==> src/rtl/eth_mon_pkg.sv <==
// Shared types and constants for the Ethernet parser activity/statistics monitor.
package eth_mon_pkg;

  typedef enum logic {S_IDLE, S_FRAME} mon_state_t;

  // 100 ms LED on-time and 0.5 s heartbeat half-period at 125 MHz.
  localparam int unsigned STRETCH_CYCLES_DEFAULT = 12_500_000;
  localparam int unsigned HB_CYCLES_DEFAULT      = 62_500_000;

  localparam int unsigned LED_RX   = 0;
  localparam int unsigned LED_DONE = 1;
  localparam int unsigned LED_MISS = 2;
  localparam int unsigned LED_HB   = 3;

endpackage

==> src/rtl/pulse_stretcher.sv <==
// Retriggerable pulse stretcher: output stays high CYCLES cycles after the last trigger.
module pulse_stretcher #(
  parameter int unsigned CYCLES = 1
) (
  input  logic clk,
  input  logic rst_n,
  input  logic trig,
  output logic out
);

  localparam int unsigned W = $clog2(CYCLES + 1);
  localparam logic [W-1:0] Load = W'(CYCLES);
  localparam logic [W-1:0] One  = W'(1);

  logic [W-1:0] cnt_q, cnt_d;

  // A retrigger reloads to the full value rather than extending.
  always_comb begin
    cnt_d = cnt_q;
    if (trig) begin
      cnt_d = Load;
    end else if (cnt_q != '0) begin
      cnt_d = cnt_q - One;
    end
  end

  always_ff @(posedge clk or negedge rst_n) begin
    if (!rst_n) begin
      cnt_q <= '0;
      out   <= 1'b0;
    end else begin
      cnt_q <= cnt_d;
      out   <= (cnt_d != '0);
    end
  end

endmodule

==> src/rtl/eth_parser_monitor.sv <==
// Parser frame-boundary tracker with saturating statistics and stretched board LEDs.
// Statistics counters are built only when ETH_MON_STATS_EN is defined.
module eth_parser_monitor
  import eth_mon_pkg::*;
#(
  parameter int unsigned STRETCH_CYCLES = STRETCH_CYCLES_DEFAULT,
  parameter int unsigned HB_CYCLES      = HB_CYCLES_DEFAULT,
  parameter int unsigned CNT_W          = 16
) (
  input  logic             clk_125mhz,
  input  logic             rst_n,
  input  logic             parser_valid,
  input  logic             parser_last,
  input  logic             parser_meta_valid,
  output logic [3:0]       led,
  output logic [CNT_W-1:0] frame_cnt,
  output logic [CNT_W-1:0] meta_miss_cnt,
  output logic             in_frame
);

  localparam int unsigned HbW = $clog2(HB_CYCLES + 1);
  localparam logic [HbW-1:0] HbLast = HbW'(HB_CYCLES - 1);
  localparam logic [HbW-1:0] HbOne  = HbW'(1);

  mon_state_t     state_q;
  logic           meta_seen_q;
  logic           eof;
  logic           meta_hit;
  logic           miss_evt;
  logic [HbW-1:0] hb_cnt_q;
  logic           hb_q;

  assign eof      = parser_valid & parser_last;
  // meta_seen is stale in S_IDLE; only the current strobe counts for a single-beat frame.
  assign meta_hit = parser_meta_valid | ((state_q == S_FRAME) & meta_seen_q);
  assign miss_evt = eof & ~meta_hit;
  assign in_frame = (state_q == S_FRAME);

  always_ff @(posedge clk_125mhz or negedge rst_n) begin
    if (!rst_n) begin
      state_q     <= S_IDLE;
      meta_seen_q <= 1'b0;
    end else begin
      unique case (state_q)
        S_IDLE: begin
          if (parser_valid && !parser_last) begin
            state_q     <= S_FRAME;
            meta_seen_q <= parser_meta_valid;
          end
        end
        S_FRAME: begin
          if (parser_meta_valid) meta_seen_q <= 1'b1;
          if (eof) state_q <= S_IDLE;
        end
        default: state_q <= S_IDLE;
      endcase
    end
  end

`ifdef ETH_MON_STATS_EN
  localparam logic [CNT_W-1:0] CntOne = CNT_W'(1);

  always_ff @(posedge clk_125mhz or negedge rst_n) begin
    if (!rst_n) begin
      frame_cnt     <= '0;
      meta_miss_cnt <= '0;
    end else if (eof) begin
      if (frame_cnt != '1) frame_cnt <= frame_cnt + CntOne;
      if (miss_evt && meta_miss_cnt != '1) meta_miss_cnt <= meta_miss_cnt + CntOne;
    end
  end
`else
  assign frame_cnt     = '0;
  assign meta_miss_cnt = '0;
`endif

  always_ff @(posedge clk_125mhz or negedge rst_n) begin
    if (!rst_n) begin
      hb_cnt_q <= '0;
      hb_q     <= 1'b0;
    end else if (hb_cnt_q == HbLast) begin
      hb_cnt_q <= '0;
      hb_q     <= ~hb_q;
    end else begin
      hb_cnt_q <= hb_cnt_q + HbOne;
    end
  end

  assign led[LED_HB] = hb_q;

  pulse_stretcher #(.CYCLES(STRETCH_CYCLES)) u_rx_stretch (
    .clk   (clk_125mhz),
    .rst_n (rst_n),
    .trig  (parser_valid),
    .out   (led[LED_RX])
  );

  pulse_stretcher #(.CYCLES(STRETCH_CYCLES)) u_done_stretch (
    .clk   (clk_125mhz),
    .rst_n (rst_n),
    .trig  (eof),
    .out   (led[LED_DONE])
  );

  pulse_stretcher #(.CYCLES(STRETCH_CYCLES)) u_miss_stretch (
    .clk   (clk_125mhz),
    .rst_n (rst_n),
    .trig  (miss_evt),
    .out   (led[LED_MISS])
  );

endmodule
==> config.mk <==
export PLATFORM = sky130hd
export DESIGN_NAME = eth_parser_monitor
export DESIGN_NICKNAME = d
export VERILOG_FILES = /design/src/rtl/eth_mon_pkg.sv /design/src/rtl/pulse_stretcher.sv /design/src/rtl/eth_parser_monitor.sv
export SDC_FILE = /design/constraint.sdc
export NUM_CORES = 1
export LEC_CHECK = 0
export ABC_AREA = 0
export BUFFER_PORTS_ARGS = -buffer_cell sky130_fd_sc_hd__buf_2
export CORE_ASPECT_RATIO = 0.8
export CORE_MARGIN = 2
export CORE_UTILIZATION = 55
export DETAILED_ROUTE_END_ITERATION = 8
export PLACE_DENSITY = 0.74
export SLEW_MARGIN = 25
export SYNTH_ARGS = -nofsm -noshare
export SYNTH_HDL_FRONTEND = slang
export SYNTH_HIERARCHICAL = 1
export SYNTH_SLANG_ARGS = --single-unit
==> constraint.sdc <==
create_clock -name clk_125mhz -period 7.66 [get_ports clk_125mhz]
set_clock_uncertainty 0.1 [all_clocks]
set_input_delay 0.766 -clock clk_125mhz [delete_from_list [all_inputs] [get_ports clk_125mhz]]
set_output_delay 0.766 -clock clk_125mhz [all_outputs]
set_load 0.01 [all_outputs]
==> run metrics, run 1 <==
port bufs=9; Synth area leaders=dfrtp_1, nor2_1, xnor2_1; Crit Path Max Fanout=16; die width=123 um; Internal=0.000947 W; Worst Setup End Kind=flip-flop; First DRT Iteration DRCs=357; status=complete, no violations; largest net degree at the start of global routing=between 60 and 70; initial core utilization=between 50 and 60%; RSZ-0062 raised after global routing=false; Hold Buf Count CTS=0; reg2reg end=u_done_stretch/out; Max Cap Viol=0; first-pass GRT wire length=22500 um; buffer count from post-CTS setup fixing=0; Post-CTS Resized=0; gr busiest metal=met2; Slew Viols, Final=0; # IOs=42; min cycle time layout=3.28 ns; kind of critical path=flip-flop to flip-flop; Post-Layout Inst Area=0.00650 mm^2; total CTS buffers=9; cell family with most CP delay=simple AND/OR/NAND/NOR gates; sequential-to-total area share from yosys stat=between 40% and 50%; Bufs on Longest Clock Path=2; vias in the first global route=4626; Clk network pwr share=31.0%; DRC=0; drt pass-1 iters=5; switching share of power=33.8%; Die Area=between 0.01 and 0.015 mm^2; power per cell area=about 220 mW/mm^2; period utilization=42.8%; Slew headroom=33.9%; synthesized flop and latch total=between 100 and 150; Seq pwr share=between 40% and 50%; switching power=0.000483 W; GRT Total Usage=23.0%; fmax=305 MHz; Critical Path End=u_done_stretch/out; grt met1 use=between 30% and 40%; H-tree Lvls=3; Critical Path Max Stage Delay=between 0.6 and 0.7 ns; via count=roughly 5000; Yosys top cell area share=41.7%; Sum Neg Setup Slack=0 ns; IR drop worst, VDD=0.146 mV; EDFF count, synth=0; Synth area leader=dfrtp_1; fin nets=677; clk sink count=104; synth warn=6; DP Area=0.00621 mm^2; antenna-violating nets left=0; gpl congestion=0.878; Netlist cell types=between 50 and 60; Async SR Flop Fraction=100%; min-delay worst type=primary input to async pin; setup ws final=about 4.4 ns; post-DP HPWL=9060 um; Worst Setup Start Kind=flip-flop; Worst-Skew Late Latency=0.35 ns; FF-to-FF setup slack=4.38 ns; Primary FF master, synth=dfrtp_1; drt total wl=between 10000 and 15000 um; Worst R2R Path Depth=9; layout cells sized above 1=7.16%; Data required, critical path=7.75 ns; Buf/Inv on CP=1; CTS tree=built; RR Startpoint=u_done_stretch/cnt_q[0]; Post-Layout Cell Count=814; syn avg cell area=~9.3 um^2; Routed WL per cell=15.9 um; grt total ovfl=0; Clock Pin Slew Worst Setup and Hold Paths=0.07 ns; share of total power in combinational logic=20.9%; DP Worst Slack=~4.2 ns; critical path, cell by cell=inv_1, ha_1, or3b_2, nor4_4, a21oi_1, xnor2_1, o211ai_1, nor4_1, nand4_1; diode count=0; area grow syn2layout=4.13%; Final Hold Vio Count=0; GR Util met3=5.33%; critical path data arrival time=3.37 ns; initial antenna violation count=0; power after layout=0.00143 W; Core Region=0.0110 mm^2; met2 Track Usage GR=35.1%; Root Buffer=clkbuf_16; final setup violation count=0; Synth Instances=670; CP startpoint=u_done_stretch/cnt_q[0]; Levels on crit path=9; Die Y=99.3 um; Slowest-stage cell, CP=nor4_4; P_leak=2.51 nW; Synth Cell Area=0.00624 mm^2; post-DR vias/cell=between 6 and 7; placed cells=798; pin slew with the least headroom to its limit=0.992 ns; row count=34
-- cells by family after synthesis --
family          synth area share (%)
simple gates                    30.1
fa+ha+maj                       1.40
compound gates                  9.07
flops                           41.7
xor+xnor                        8.84
mux                             1.46
buf+inv                         7.30
other cells                   0.0601
-- power by group through the flow --
stage / logic (W) / clock network [W] / registers (W)
finish: 0.000299 / 0.000444 / 0.000688
global route: 0.000343 / 0.000476 / 0.000697
CTS: 0.000298 / 0.000455 / 0.000685
detailed placement: 0.000296 / 0 / 0.000695
global placement: 0.000288 / 0 / 0.000690
floorplan: 0.000253 / 0 / 0.000669
-- worst reg2reg max path, cell delays in order, from the launching register on --
cell and delay, ns:
dfrtp_1 0.46, inv_1 0.12, ha_1 0.14, or3b_2 0.49, nor4_4 0.69, a21oi_1 0.20, xnor2_1 0.35, o211ai_1 0.16
nor4_1 0.25, nand4_1 0.18
-- worst min-delay path by stage --
| stage | from | endpoint | slack (ns) | cells past startpoint |
|---|---|---|---|---|
| floorplan | hb_q | hb_q | 0.34 | 1 |
| global placement | hb_q | hb_q | 0.35 | 1 |
| detailed placement | hb_q | hb_q | 0.37 | 1 |
| CTS | rst_n | u_rx_stretch/cnt_q[23] | 0.30 | 1 |
| global route | rst_n | u_rx_stretch/cnt_q[23] | 0.32 | 1 |
| finish | rst_n | u_rx_stretch/cnt_q[23] | 0.29 | 1 |
-- area by class of cell --
cell class	instances	area, um^2
Clock inverter	7	61.3
Tap cell	144	180
Inverter	18	67.6
Sequential cell	104	2600
Multi-Input combinational cell	521	3300
Clock buffer	9	225
Timing Repair Buffer	11	62.6
Fill cell	963	4480
-- through the flow --
step           utilization [%]  hold WS, ns
2_1_floorplan                -        0.343
3_3_place_gp              56.6        0.354
5_1_grt                   59.2        0.324
3_5_place_dp              56.6        0.368
4_1_cts                   59.2        0.305
6_report                  59.2        0.289
-- cell usage after synthesis, types with 6 or more instances --
cell type,count
dfrtp_1,104
nor2_1,84
nand2_1,36
xnor2_1,35
buf_4,33
a21oi_1,28
nor4_1,28
xor2_1,28
nand3_1,27
nand2b_1,24
nand4_1,22
o21ai_0,19
clkbuf_1,18
inv_1,18
nor3_1,18
or3_1,14
or4_1,10
o211ai_1,9
mux2i_1,8
a211oi_1,7
ha_1,7
and2_1,6
and4_1,6
buf_6,6
nor2b_1,6
nor4b_1,6
-- sequential cells by signal (all words and copies together), names as in the netlist, named ones only --
| signal | flops |
|---|---|
| hb_cnt_q | 26 |
| u_done_stretch/cnt_q | 24 |
| u_miss_stretch/cnt_q | 24 |
| u_rx_stretch/cnt_q | 24 |
| hb_q | 1 |
| meta_seen_q | 1 |
| u_done_stretch/out | 1 |
| u_miss_stretch/out | 1 |
| u_rx_stretch/out | 1 |
-- layout by cell type (no fill, tap or decap), drive strengths merged, types with 7 or more instances in the layout --
cell	synthesis	layout
dfrtp	104	104
nor2	84	84
nand2	38	38
xnor2	35	35
nor4	35	35
conb	1	32
xor2	28	28
a21oi	28	28
nand3	27	27
nand2b	24	24
nand4	23	23
inv	18	21
nor3	20	20
o21ai	19	19
or3	14	14
or4	12	12
buf	40	11
clkbuf	18	9
o211ai	9	9
mux2i	8	8
ha	7	7
a211oi	7	7
-- per-layer routing --
metal | share of wire [%] | wire (um)
met1 | 48 | 6130
met2 | 47 | 6000
met3 | 5.2 | 671
met4 | 0.75 | 97
met5 | 0 | 0
No activity file was read; power rests on OpenSTA's default activity.
==> run 2, diff against run 1 <==
- ABC_AREA: 0 -> 1
- PLACE_DENSITY: 0.74 -> 0.73
- clock period: 7.66 -> 3.3 ns (I/O delays scaled with it)
==> run 2 against run 1 <==
Net effect: clock power rose to 2.6 times the previous value; routed wire length up 28%; sequential cell count unchanged; first-iteration DRC count up 46%; final area up 21%; via count up 32%; synthesized area up 19%; synthesized cell count up 61%; setup slack worse by 3.3 ns; register-to-register slack worse by 3.3 ns.
==> run metrics, run 2 <==
Slew Viols, Final=0; DRC=0; Post-Layout Inst Area=0.00783 mm^2; min cycle time layout=2.21 ns; die width=approximately 130 um; synthesized flop and latch total=approximately 100; fmax=around 450 MHz; Slew headroom=a little under three fifths; M1 WL=8340 um; RSZ-0062 raised after global routing=false; Max Cap Viol=0; Biggest register=hb_cnt_q; clk sink count=104; Netlist cell types=34; routed wl met3=946 um; Synth Cell Area=0.00741 mm^2; met2 WL=7000 um; Post-CTS Resized=0; area grow syn2layout=5.71%; drt total wl=16500 um; synth warn=6; critical path data arrival time=2.36 ns; diode count=0; Bufs on Longest Clock Path=2; layout filler cell count=1252; Crit Path Max Fanout=8; H-tree Lvls=3; vias in the first global route=slightly below 6000; Synth area leader=dfrtp_1; power after layout=0.00377 W; largest net degree at the start of global routing=105; first-pass GRT wire length=between 20000 and 30000 um; total CTS buffers=9; initial core utilization=56.9%; First DRT Iteration DRCs=521; DP Area=0.00751 mm^2; Primary FF master, synth=dfrtp_1; Synth area leaders=dfrtp_1, nand2_1, nor2_1; Hold Buf Count CTS=1; Final Hold Vio Count=0; # IOs=42; Multi-input gate area=0.00411 mm^2; max FFs per register=26; syn avg cell area=6.86 um^2; buffer count from post-CTS setup fixing=0; post-DP HPWL=12500 um; port bufs=9; period utilization=67.1%; uppermost routed layer=met4; Final Util=between 60% and 70%; placed cells=1253; Yosys top cell area share=35.1%; initial antenna violation count=0; min-delay worst type=primary input to flip-flop; kind of critical path=flip-flop to flip-flop; Post-synth top cells=nand2_1, nor2_1, inv_1; Sum Neg Setup Slack=0 ns; sequential-to-total area share from yosys stat=between 30% and 40%; Routed WL per cell=13.0 um; pin slew with the least headroom to its limit=0.644 ns; Post-Layout Cell Count=1270; Worst-Skew Late Latency=0.36 ns; post-DR vias/cell=5.12; layout cells sized above 1=12.5%; IR drop worst, VDD=between 0.3 and 0.4 mV; most frequent cells in the layout=nand2_1, nor2_1, inv_1; Die Area=about 0.014 mm^2; P_leak=3.87 nW; Root Buffer=clkbuf_16; fin nets=1102; Clock Pin Slew Worst Setup and Hold Paths=0.07 ns; Data required, critical path=around 3.5 ns; Die Y=~110 um; Synth Instances=between 1000 and 1500; FF+latch area=0.00260 mm^2; count leader, synth=nand2_1; via count=between 6000 and 7000; power per cell area=between 400 and 500 mW/mm^2; EDFF count, synth=0; CTS tree=built; row count=37; Async SR Flop Fraction=100%; Core Region=0.0130 mm^2; final setup violation count=0; antenna-violating nets left=0; commonest non-fill, non-tap cell in the layout=nand2_1; GRT Total Usage=24.4%; Worst Setup Start Kind=flip-flop; gpl congestion=0.934; status=complete, no violations; grt total ovfl=0; Worst Setup End Kind=flip-flop; drt pass-1 iters=5
## run 2: cell count changes in the layout (fill, tap and decap cells not counted), sizes merged, moves of 14 or more
cell / previous run / this run
nand2b: 24 / 0
inv: 21 / 134
xor2: 28 / 14
nand3b: 3 / 24
nand2: 38 / 323
xnor2: 35 / 6
nand3: 27 / 101
nor2: 84 / 254
or3: 14 / 0
nor4: 35 / 0
## run 2: critical path: stages (launching register included)
cell and delay (ns):
dfrtp_1 0.42, inv_1 0.14, ha_1 0.23, nand3_1 0.11, nor2_2 0.18, nand3_2 0.22, nand3b_1 0.16, nand2_1 0.09
nor2_1 0.14, nand3_1 0.09, nor2_1 0.14, nand2_1 0.07
## run 2: logic make-up (layout without fill, tap and decap cells)
family	Yosys count	in the layout	share of synthesized area (%)
AND/OR/NAND/NOR	730	730	47.3
buffers and inverters	175	160	10.9
flip-flops	104	104	35.1
AO/OA/AOI/OAI	42	42	3.06
XOR/XNOR	20	20	2.36
adder cells (fa/ha/maj)	7	7	1.18
other	1	32	0.0506
## run 2: cell type report
class / count / area share (%)
Clock buffer: 10 / 3.05
Tap cell: 175 / 2.80
Sequential cell: 104 / 33.2
Clock inverter: 6 / 0.959
Inverter: 132 / 6.33
Timing Repair Buffer: 12 / 1.09
Multi-Input combinational cell: 831 / 52.5
## run 2: routing by layer
metal	vias up	GRT usage [%]
met2	179	36.0
met5	-	0
met3	17	4.61
met1	2976	36.9
li1	3325	-
met4	0	5.93
## run 2: path summary, 6_finish.rpt
kind / start / to / slack, ns / cells past startpoint
min: parser_meta_valid / meta_seen_q / 0.12 / 3
max: u_done_stretch/cnt_q[0] / u_done_stretch/out / 1.09 / 11
max reg2reg: u_done_stretch/cnt_q[0] / u_done_stretch/out / 1.09 / 11
min in group asynchronous: rst_n / u_rx_stretch/cnt_q[9] / 0.44 / 3
max in group asynchronous: rst_n / u_done_stretch/cnt_q[11] / 2.19 / 3
min reg2reg: hb_cnt_q[0] / hb_cnt_q[0] / 0.38 / 1
## run 2: through the flow
stage                     hold slack [ns]  setup WS (ns)
final                               0.120           1.09
after global routing                0.123          0.890
after CTS                           0.114           1.14
after detailed placement            0.346           1.04
after global placement              0.340           1.13
after floorplan                   -0.0656           1.51
## run 2: report_power, final
| group | total [W] | internal (W) | leakage [nW] | switching [W] |
|---|---|---|---|---|
| sequential | 0.00157 | 0.00141 | 1.21 | 0.000161 |
| combinational | 0.00106 | 0.000333 | 2.51 | 0.000728 |
| clock | 0.00114 | 0.000620 | 0.151 | 0.000517 |
| total | 0.00377 | 0.00236 | 3.87 | 0.00141 |
==> run 3, diff against run 2 <==
- ABC_AREA: 1 -> 0
- PLACE_DENSITY: 0.73 -> 0.74
- clock period: 3.3 -> 2.2 ns (I/O delays scaled with it)
==> run 3 against run 2 <==
Net effect: the flow now finishes with violations (setup timing); count of clock-buffer cells in the layout fell by 1; sequential cell count stayed put; combinational power increased to 2.5 times the previous value; register-to-register slack worse by 1.7 ns; non-clock buffer count increased by 235; final area up 17%; global-route usage rose by 7.0 points.
==> run metrics, run 3 (synthesis gave the netlist of run 1 again) <==
Final Util=83.7%; Post-Layout Inst Area=between 0.009 and 0.01 mm^2; row count=34; Final Hold Vio Count=0; initial antenna violation count=0; final setup violation count=48; CTS tree=built; Min-Delay Endpoint=meta_seen_q; layout cells sized above 1=a little over two fifths; area grow syn2layout=47.2%; pin slew with the least headroom to its limit=approximately 0.56 ns; Core Region=roughly 0.011 mm^2; Die Area=0.0122 mm^2; power per cell area=712 mW/mm^2; violated checks=setup timing; setup ws final=-0.626 ns; Crit Path Max Fanout=7; Max Cap Viol=0; Clk network pwr share=between 20% and 30%; M1 WL=~8000 um; First DRT Iteration DRCs=818; # IOs=42; Critical Path Max Stage Delay=0.47 ns; IR drop worst, VDD=0.445 mV; clk sink count=roughly 100; port bufs=9; RR Startpoint=u_done_stretch/cnt_q[1]; met2 WL=around 10000 um; total CTS buffers=9; FF+latch area=0.00260 mm^2; RSZ-0062 raised after global routing=true; Internal=0.00419 W; H-tree Lvls=3; vias in the first global route=slightly above 6000; first-pass GRT wire length=30400 um; critical path, cell by cell=inv_2, ha_2, or3b_4, nor4_4, buf_6, buf_4, nor2_1, xnor2_1, nor4bb_2, nand4_1; Worst-Skew Late Latency=between 0.3 and 0.4 ns; Root Buffer=clkbuf_16; period utilization=128%; GRT Total Usage=31.5%; post-DP HPWL=12100 um; commonest non-fill, non-tap cell in the layout=buf_4; P_leak=between 3 and 4 nW; drt total wl=21400 um; min cycle time layout=2.83 ns; Worst Setup End Kind=flip-flop; layout filler cell count=roughly 540; antenna-violating nets left=0; Die Y=between 90 and 100 um; Bufs on Longest Clock Path=2; Slowest-stage cell, CP=nor4bb_2; most frequent cells in the layout=buf_4, dfrtp_1, nor2_1; cell family with most CP delay=simple AND/OR/NAND/NOR gates; drt pass-1 iters=7; HP Start=parser_meta_valid; kind of critical path=flip-flop to flip-flop; grt total ovfl=0; status=finished with violations; gpl congestion=0.925; min-delay worst type=primary input to flip-flop; Data required, critical path=2.29 ns; largest net degree at the start of global routing=43; initial core utilization=56.8%; share of total power in combinational logic=41.3%; diode count=0; switching share of power=35.9%; Sum Neg Setup Slack=-6.85 ns; die width=123 um; Biggest register=hb_cnt_q; FF-to-FF setup slack=-0.63 ns; DP Area=slightly below 0.008 mm^2; Worst R2R Path Depth=10; fin nets=around 900; Slew Viols, Final=0; Buf/Inv on CP=3; Clock Pin Slew Worst Setup and Hold Paths=0.08 ns; max FFs per register=26; via count=6561; post-DR vias/cell=6.25; fmax=354 MHz; Worst Setup Start Kind=flip-flop; Routed WL per cell=20.4 um; WHS=0.0746 ns; routed wl met3=around 1900 um; Multi-input gate area=0.00410 mm^2; Hold Path Stages=3; uppermost routed layer=met4; critical path data arrival time=approximately 2.9 ns; switching power=~0.0023 W; reg2reg end=u_done_stretch/out; Seq pwr share=35.1%; Slew headroom=62.6%; DRC=0
[run 3: area by class of cell]
cell class	count	area share (%)
multi-input combinational	521	44.6
sequential	104	28.3
timing repair buffer	247	21.3
clock buffer	9	2.45
tap	144	1.96
inverter	18	0.736
clock inverter	7	0.572
[run 3: worst max path at each step]
stage	to	start	cells past startpoint	slack, ns
2_1_floorplan	u_rx_stretch/out	u_rx_stretch/cnt_q[4]	8	-0.50
3_3_place_gp	u_rx_stretch/out	u_rx_stretch/cnt_q[8]	7	-0.40
3_5_place_dp	u_rx_stretch/out	u_rx_stretch/cnt_q[8]	7	-0.44
4_1_cts	u_rx_stretch/out	u_rx_stretch/cnt_q[8]	6	-0.42
5_1_grt	u_done_stretch/out	u_done_stretch/cnt_q[1]	10	-0.66
6_report	u_done_stretch/out	u_done_stretch/cnt_q[1]	10	-0.63
[run 3: stage by stage]
step | cells | total power (W) | setup slack, ns
4_1_cts | 1030 | 0.00612 | -0.417
5_1_grt | 1050 | 0.00682 | -0.660
3_5_place_dp | 994 | 0.00436 | -0.438
2_1_floorplan | 701 | 0.00324 | -0.499
3_3_place_gp | 994 | 0.00426 | -0.399
6_report | 1050 | 0.00654 | -0.626
[run 3: worst reg2reg max path, cell delays in order, from the launching register on]
cell	delay [ns]
dfrtp_1	0.41
inv_2	0.08
ha_2	0.14
or3b_4	0.40
nor4_4	0.16
buf_6	0.18
buf_4	0.15
nor2_1	0.07
xnor2_1	0.28
nor4bb_2	0.47
nand4_1	0.23
[run 3: power groups by stage]
| stage | combinational (W) | sequential (W) | clock (W) |
|---|---|---|---|
| global route | 0.00284 | 0.00233 | 0.00165 |
| detailed placement | 0.00206 | 0.00230 | 0 |
| floorplan | 0.000905 | 0.00233 | 0 |
| global placement | 0.00197 | 0.00228 | 0 |
| finish | 0.00270 | 0.00230 | 0.00154 |
| CTS | 0.00229 | 0.00227 | 0.00156 |
[run 3: per-layer routing]
metal  up-vias  global-route usage (%)
li1       2785                       -
met2       460                    53.0
met3       118                    6.77
met5         -                       0
met1      3198                    40.0
met4         0                    11.3
[run 3: timing repair]
action                                  4_1_cts  5_1_grt
pin swaps                                    26       54
setup buffers                                20       33
hold endpoints to repair                     40        0
endpoints found under the setup margin       50       56
cloned                                        0        1
resized for setup                            57      112
hold buffers                                  1        0
